### src/rtl/uart_pkg.sv
// Shared UART types and helpers for the receive path and future transmit/loopback blocks.
package uart_pkg;

  typedef enum logic [2:0] {
    IDLE  = 3'd0,
    START = 3'd1,
    DATA  = 3'd2,
    STOP  = 3'd3,
    BREAK = 3'd4
  } rx_state_t;

  localparam int DEFAULT_CLK_PER_BIT = 1992;

  function automatic int half_bit(input int clk_per_bit);
    return clk_per_bit / 2;
  endfunction

endpackage

### src/rtl/bit_sync.sv
// Multi-flop synchronizer for a single asynchronous input; resets to RESET_VAL.
module bit_sync #(
  parameter int   SYNC_STAGES = 2,
  parameter logic RESET_VAL   = 1'b1
) (
  input  logic clk,
  input  logic rst,
  input  logic d,
  output logic q
);

  logic [SYNC_STAGES-1:0] sync_r;

  // Shift the raw input through the synchronizer chain
  always_ff @(posedge clk or posedge rst) begin
    if (rst) begin
      sync_r <= {SYNC_STAGES{RESET_VAL}};
    end else begin
      sync_r <= {sync_r[SYNC_STAGES-2:0], d};
    end
  end

  assign q = sync_r[SYNC_STAGES-1];

endmodule

### src/rtl/uart_rx_byte.sv
// 8N1 UART receiver delivering whole bytes over valid/ready, with sticky framing and overrun flags.
module uart_rx_byte
  import uart_pkg::*;
#(
  parameter int CLK_PER_BIT = DEFAULT_CLK_PER_BIT,
  parameter bit MSB_FIRST   = 1'b1,
  parameter int SYNC_STAGES = 2
) (
  input  logic       CLK,
  input  logic       RST,
  input  logic       UART_RX,
  output logic [7:0] rx_data,
  output logic       rx_valid,
  input  logic       rx_ready,
  output logic       frame_err,
  output logic       overrun,
  input  logic       clr_err,
  output logic       busy
);

  localparam int            CW      = $clog2(CLK_PER_BIT);
  localparam logic [CW-1:0] HALF_M1 = CW'(half_bit(CLK_PER_BIT) - 1);
  localparam logic [CW-1:0] FULL_M1 = CW'(CLK_PER_BIT - 1);

  rx_state_t     state_r, state_n;
  logic [CW-1:0] cnt_r, cnt_n;
  logic [2:0]    idx_r, idx_n;
  logic [7:0]    shift_r, shift_n;
  logic [7:0]    rx_data_r, rx_data_n;
  logic          rx_valid_r, rx_valid_n;
  logic          frame_err_r, frame_err_n;
  logic          overrun_r, overrun_n;
  logic          busy_r;
  logic          rx_s, handshake_s, take_s, ferr_set_s, ovr_set_s;
  logic [2:0]    slot_s;

  bit_sync #(
    .SYNC_STAGES(SYNC_STAGES),
    .RESET_VAL  (1'b1)
  ) u_sync (
    .clk(CLK),
    .rst(RST),
    .d  (UART_RX),
    .q  (rx_s)
  );

  assign handshake_s = rx_valid_r & rx_ready;
  assign slot_s      = MSB_FIRST ? (3'd7 - idx_r) : idx_r;

  // Next-state, sampling and output-update logic
  always_comb begin
    state_n    = state_r;
    cnt_n      = cnt_r + CW'(1);
    idx_n      = idx_r;
    shift_n    = shift_r;
    take_s     = 1'b0;
    ferr_set_s = 1'b0;
    ovr_set_s  = 1'b0;
    case (state_r)
      IDLE: begin
        cnt_n = '0;
        idx_n = 3'd0;
        if (!rx_s) state_n = START;
        else       state_n = IDLE;
      end
      START: begin
        if (cnt_r == HALF_M1) begin
          cnt_n = '0;
          if (rx_s) state_n = IDLE;
          else      state_n = DATA;
        end else begin
          state_n = START;
        end
      end
      DATA: begin
        if (cnt_r == FULL_M1) begin
          cnt_n           = '0;
          shift_n[slot_s] = rx_s;
          idx_n           = idx_r + 3'd1;
          if (idx_r == 3'd7) state_n = STOP;
          else               state_n = DATA;
        end else begin
          state_n = DATA;
        end
      end
      STOP: begin
        if (cnt_r == FULL_M1) begin
          cnt_n = '0;
          if (rx_s) begin
            state_n = IDLE;
            // A consumer handshake in the same cycle frees the slot for the new byte
            if (!rx_valid_r || handshake_s) take_s = 1'b1;
            else                            ovr_set_s = 1'b1;
          end else begin
            state_n    = BREAK;
            ferr_set_s = 1'b1;
          end
        end else begin
          state_n = STOP;
        end
      end
      BREAK: begin
        cnt_n = '0;
        if (rx_s) state_n = IDLE;
        else      state_n = BREAK;
      end
      default: begin
        state_n = IDLE;
        cnt_n   = '0;
        idx_n   = 3'd0;
      end
    endcase

    if (take_s) begin
      rx_data_n  = shift_r;
      rx_valid_n = 1'b1;
    end else begin
      rx_data_n  = rx_data_r;
      rx_valid_n = rx_valid_r & ~rx_ready;
    end

    if (clr_err) begin
      frame_err_n = 1'b0;
      overrun_n   = 1'b0;
    end else begin
      frame_err_n = frame_err_r | ferr_set_s;
      overrun_n   = overrun_r | ovr_set_s;
    end
  end

  // State, datapath and registered outputs
  always_ff @(posedge CLK or posedge RST) begin
    if (RST) begin
      state_r     <= IDLE;
      cnt_r       <= '0;
      idx_r       <= 3'd0;
      shift_r     <= 8'h00;
      rx_data_r   <= 8'h00;
      rx_valid_r  <= 1'b0;
      frame_err_r <= 1'b0;
      overrun_r   <= 1'b0;
      busy_r      <= 1'b0;
    end else begin
      state_r     <= state_n;
      cnt_r       <= cnt_n;
      idx_r       <= idx_n;
      shift_r     <= shift_n;
      rx_data_r   <= rx_data_n;
      rx_valid_r  <= rx_valid_n;
      frame_err_r <= frame_err_n;
      overrun_r   <= overrun_n;
      busy_r      <= (state_n != IDLE);
    end
  end

  assign rx_data   = rx_data_r;
  assign rx_valid  = rx_valid_r;
  assign frame_err = frame_err_r;
  assign overrun   = overrun_r;
  assign busy      = busy_r;

endmodule

### config.mk
export PLATFORM = sky130hd
export DESIGN_NAME = uart_rx_byte
export DESIGN_NICKNAME = d
export VERILOG_FILES = /design/src/rtl/uart_pkg.sv /design/src/rtl/bit_sync.sv /design/src/rtl/uart_rx_byte.sv
export SDC_FILE = /design/constraint.sdc
export NUM_CORES = 1
export LEC_CHECK = 0
export CAP_MARGIN = 10
export CORE_MARGIN = 2
export CORE_UTILIZATION = 55
export DETAILED_ROUTE_END_ITERATION = 10
export GPL_ROUTABILITY_DRIVEN = 0
export GPL_TIMING_DRIVEN = 0
export PLACE_DENSITY = 0.86
export SLEW_MARGIN = 10
export SYNTH_ARGS = -nofsm -noshare
export SYNTH_HDL_FRONTEND = slang
export SYNTH_HIERARCHICAL = 1
export SYNTH_SLANG_ARGS = --single-unit
### constraint.sdc
create_clock -name CLK -period 2.5 [get_ports CLK]
set_clock_uncertainty 0.15 [all_clocks]
set_input_delay 0.5 -clock CLK [delete_from_list [all_inputs] [get_ports CLK]]
set_output_delay 0.5 -clock CLK [all_outputs]
set_load 0.01 [all_outputs]
==> metrics.txt, run 1 <==
outcome complete, no violations; clock slew at reported path FFs 0.11 ns; syn_area_per_cell 11.3 um^2; Core Box Area 0.00328 mm^2; Int Pwr 0.877 mW; via density per instance 5.71; P_sw 0.219 mW; DR vias 1343; first-pass GRT wire length 5660 um; fraction of layout cells with a size suffix above 1 19.6%; Max Cap Viol 0; power consumption ~1.1 mW; die height 62.1 um; half-perimeter wire length after placement approximately 2500 um; CP required 2.57 ns; crit share post-route 93.5%; CTS Sinks 39; post-synthesis sequential area ratio 52.8%; post-synth top area share 49.9%; Tmin final between 2 and 2.5 ns; Worst Path Arrival 2.41 ns; FF+latch count, synth 39; post-route cell area 0.00217 mm^2; Post-CTS Hold Buffers 0; Initial Util a little under three fifths; Worst-Skew Late Latency 0.34 ns; Hold Fails Final Rpt 0; Die W 62.1 um; total grt overflow 0; First-pass DRT Iterations 4; cells after synthesis 164; Ant. Diodes 0; H-Tree Depth 2; unrepaired setup endpoints after global routing no; Final TNS setup 0 ns; EDFF count, synth 0; die area 0.00385 mm^2; max_slew headroom 50.3%; Rows 21; max frequency between 0.4 and 0.5 GHz; Ys Warns 6; most instantiated cells after synthesis 37 x dfrtp_1, 19 x nor2_1, 16 x mux2_2, 12 x nand2_1; Net Sw Frac about a fifth; peak supply drop 0.000334 V; clock power share 40.0%; Final Non-Filler Cells 235; Reg power frac between 50% and 60%; worst slew pin tran 0.744 ns; clock root cell clkbuf_4; number of library cell types mapped by synthesis 41; most common cell in the netlist dfrtp_1; Initial DRC Count slightly above 60; Placed Instances 226; Area contributors post-synth dfrtp_1 50%, mux2_2 9.7%, nor2_1 3.8%; Leak ~0.98 nW; layout overhead on the synthesized area 16.8%; final WL 3480 um; IO Pins 17; combinational power share 2.1%; pwr/cell area 506 mW/mm^2; Max clock buf depth 2; gr usage total about a fifth; crit end category register; final-report max-slew violation count 0; fin nets 196; hold_sp u_sync/sync_r[0]; Synth Net Count approximately 170; async set or reset register ratio after synthesis 100%; vias in the first global route 1286; Post-route DRC 0; initial antenna violation count 0; port buffer count 16; # resized after CTS 0; TritonCTS clock tree done; DRT antenna net count 0; worst r2r src cnt_r[0]; per-cell routed wire length 14.8 um; largest net degree at the start of global routing 38; placed cell areas 0.00207 mm^2; dpl ws 0.0812 ns; Main synth FF type dfrtp_1; post-synth top area cell dfrtp_1; CP startpoint kind register; CP Class register to register; critical path launch point cnt_r[0]; Final Setup Violations 0; Num CTS Buffers 5; Synth Cell Area 0.00185 mm^2; setup ws final 0.163 ns; Min-Delay Path Class register to register; Critical Path Fanout Max 10
==> kinds of logic (layout without fill, tap and decap cells) <==
group	Yosys count	count (layout)	synth area share, %
compound gates	16	16	6.01
xor+xnor	9	9	4.25
fa+ha+maj	3	3	2.02
buf+inv	10	35	2.43
flops	39	39	52.8
mux	16	16	9.72
simple gates	71	71	22.8
==> area by class of cell <==
cell class | instances | area, um^2
plain buffers | 6 | 30.0
clock buffers | 6 | 51.3
clock inverters | 2 | 35.0
fillers | 262 | 1120
inverters | 4 | 15.0
multi-input cells | 115 | 831
flip-flops and latches | 39 | 978
well taps | 46 | 57.6
repair buffers | 17 | 168
==> critical path, stage by stage (launching register included) <==
cell	delay, ns
dfrtp_1	0.41
ha_1	0.23
nor3b_1	0.53
o211a_1	0.28
or3_1	0.14
clkbuf_1	0.37
nor2_1	0.11
==> cell usage in the layout, fill, tap and decap left out, types with 4 or more instances in the layout <==
master           Yosys  layout
xor2_1               5       5
o21ai_0              6       6
nand2_1             12      12
clkdlybuf4s50_1      0      16
dfrtp_1             37      37
xnor2_1              4       4
clkbuf_1             5       5
nor3_1               4       4
mux2_2              16      16
nand3_1              6       6
nor2_1              19      19
clkbuf_4             0       5
==> worst paths after layout <==
kind	endpoint	slack [ns]	cells past startpoint
hold / removal	u_sync/sync_r[1]	0.21	0
setup / recovery	cnt_r[3]	0.16	6
hold reg to reg	u_sync/sync_r[1]	0.21	0
setup reg to reg	cnt_r[3]	0.16	6
max in group asynchronous	rx_data[1]	1.26	2
min in group asynchronous	u_sync/sync_r[0]	0.37	2
==> per-layer routing <==
| layer | wire (um) | vias up | track usage, % |
|---|---|---|---|
| met5 | 0 | - | 0 |
| met4 | 71 | 0 | 11.2 |
| met3 | 143 | 11 | 3.93 |
| li1 | - | 626 | - |
| met2 | 1840 | 40 | 34.1 |
| met1 | 1420 | 666 | 25.2 |
==> timing repair <==
| action | in CTS | in global routing |
|---|---|---|
| setup buffers | 0 | 1 |
| hold endpoints to repair | 0 | 0 |
| setup endpoints to repair | 0 | 8 |
==> state kept, by name (all words and copies together) (netlist names) <==
register       count
busy               1
state_r            3
u_sync/sync_r      2
frame_err          1
cnt_r             11
shift_r            8
overrun            1
idx_r              3
rx_data            8
rx_valid           1
==> through the flow <==
step	util, %	hold slack, ns
after floorplan	-	0.195
after global placement	63.1	0.197
after detailed placement	63.1	0.197
after CTS	65.7	0.213
after global routing	65.9	0.224
final	65.9	0.213
==> power groups by stage <==
stage / combinational (mW) / clock (mW) / sequential, mW
finish: 0.0230 / 0.438 / 0.635
global route: 0.0269 / 0.476 / 0.636
CTS: 0.0242 / 0.444 / 0.635
detailed placement: 0.0243 / 0 / 0.647
global placement: 0.0226 / 0 / 0.647
floorplan: 0.0131 / 0 / 0.647
Power figures use the tool's default switching activity.
==> run 2, diff against run 1 <==
- SLEW_MARGIN: 10 -> 15
==> results of run 2 <==
No change in the layout: final DEF, timing and power equal those of run 1.
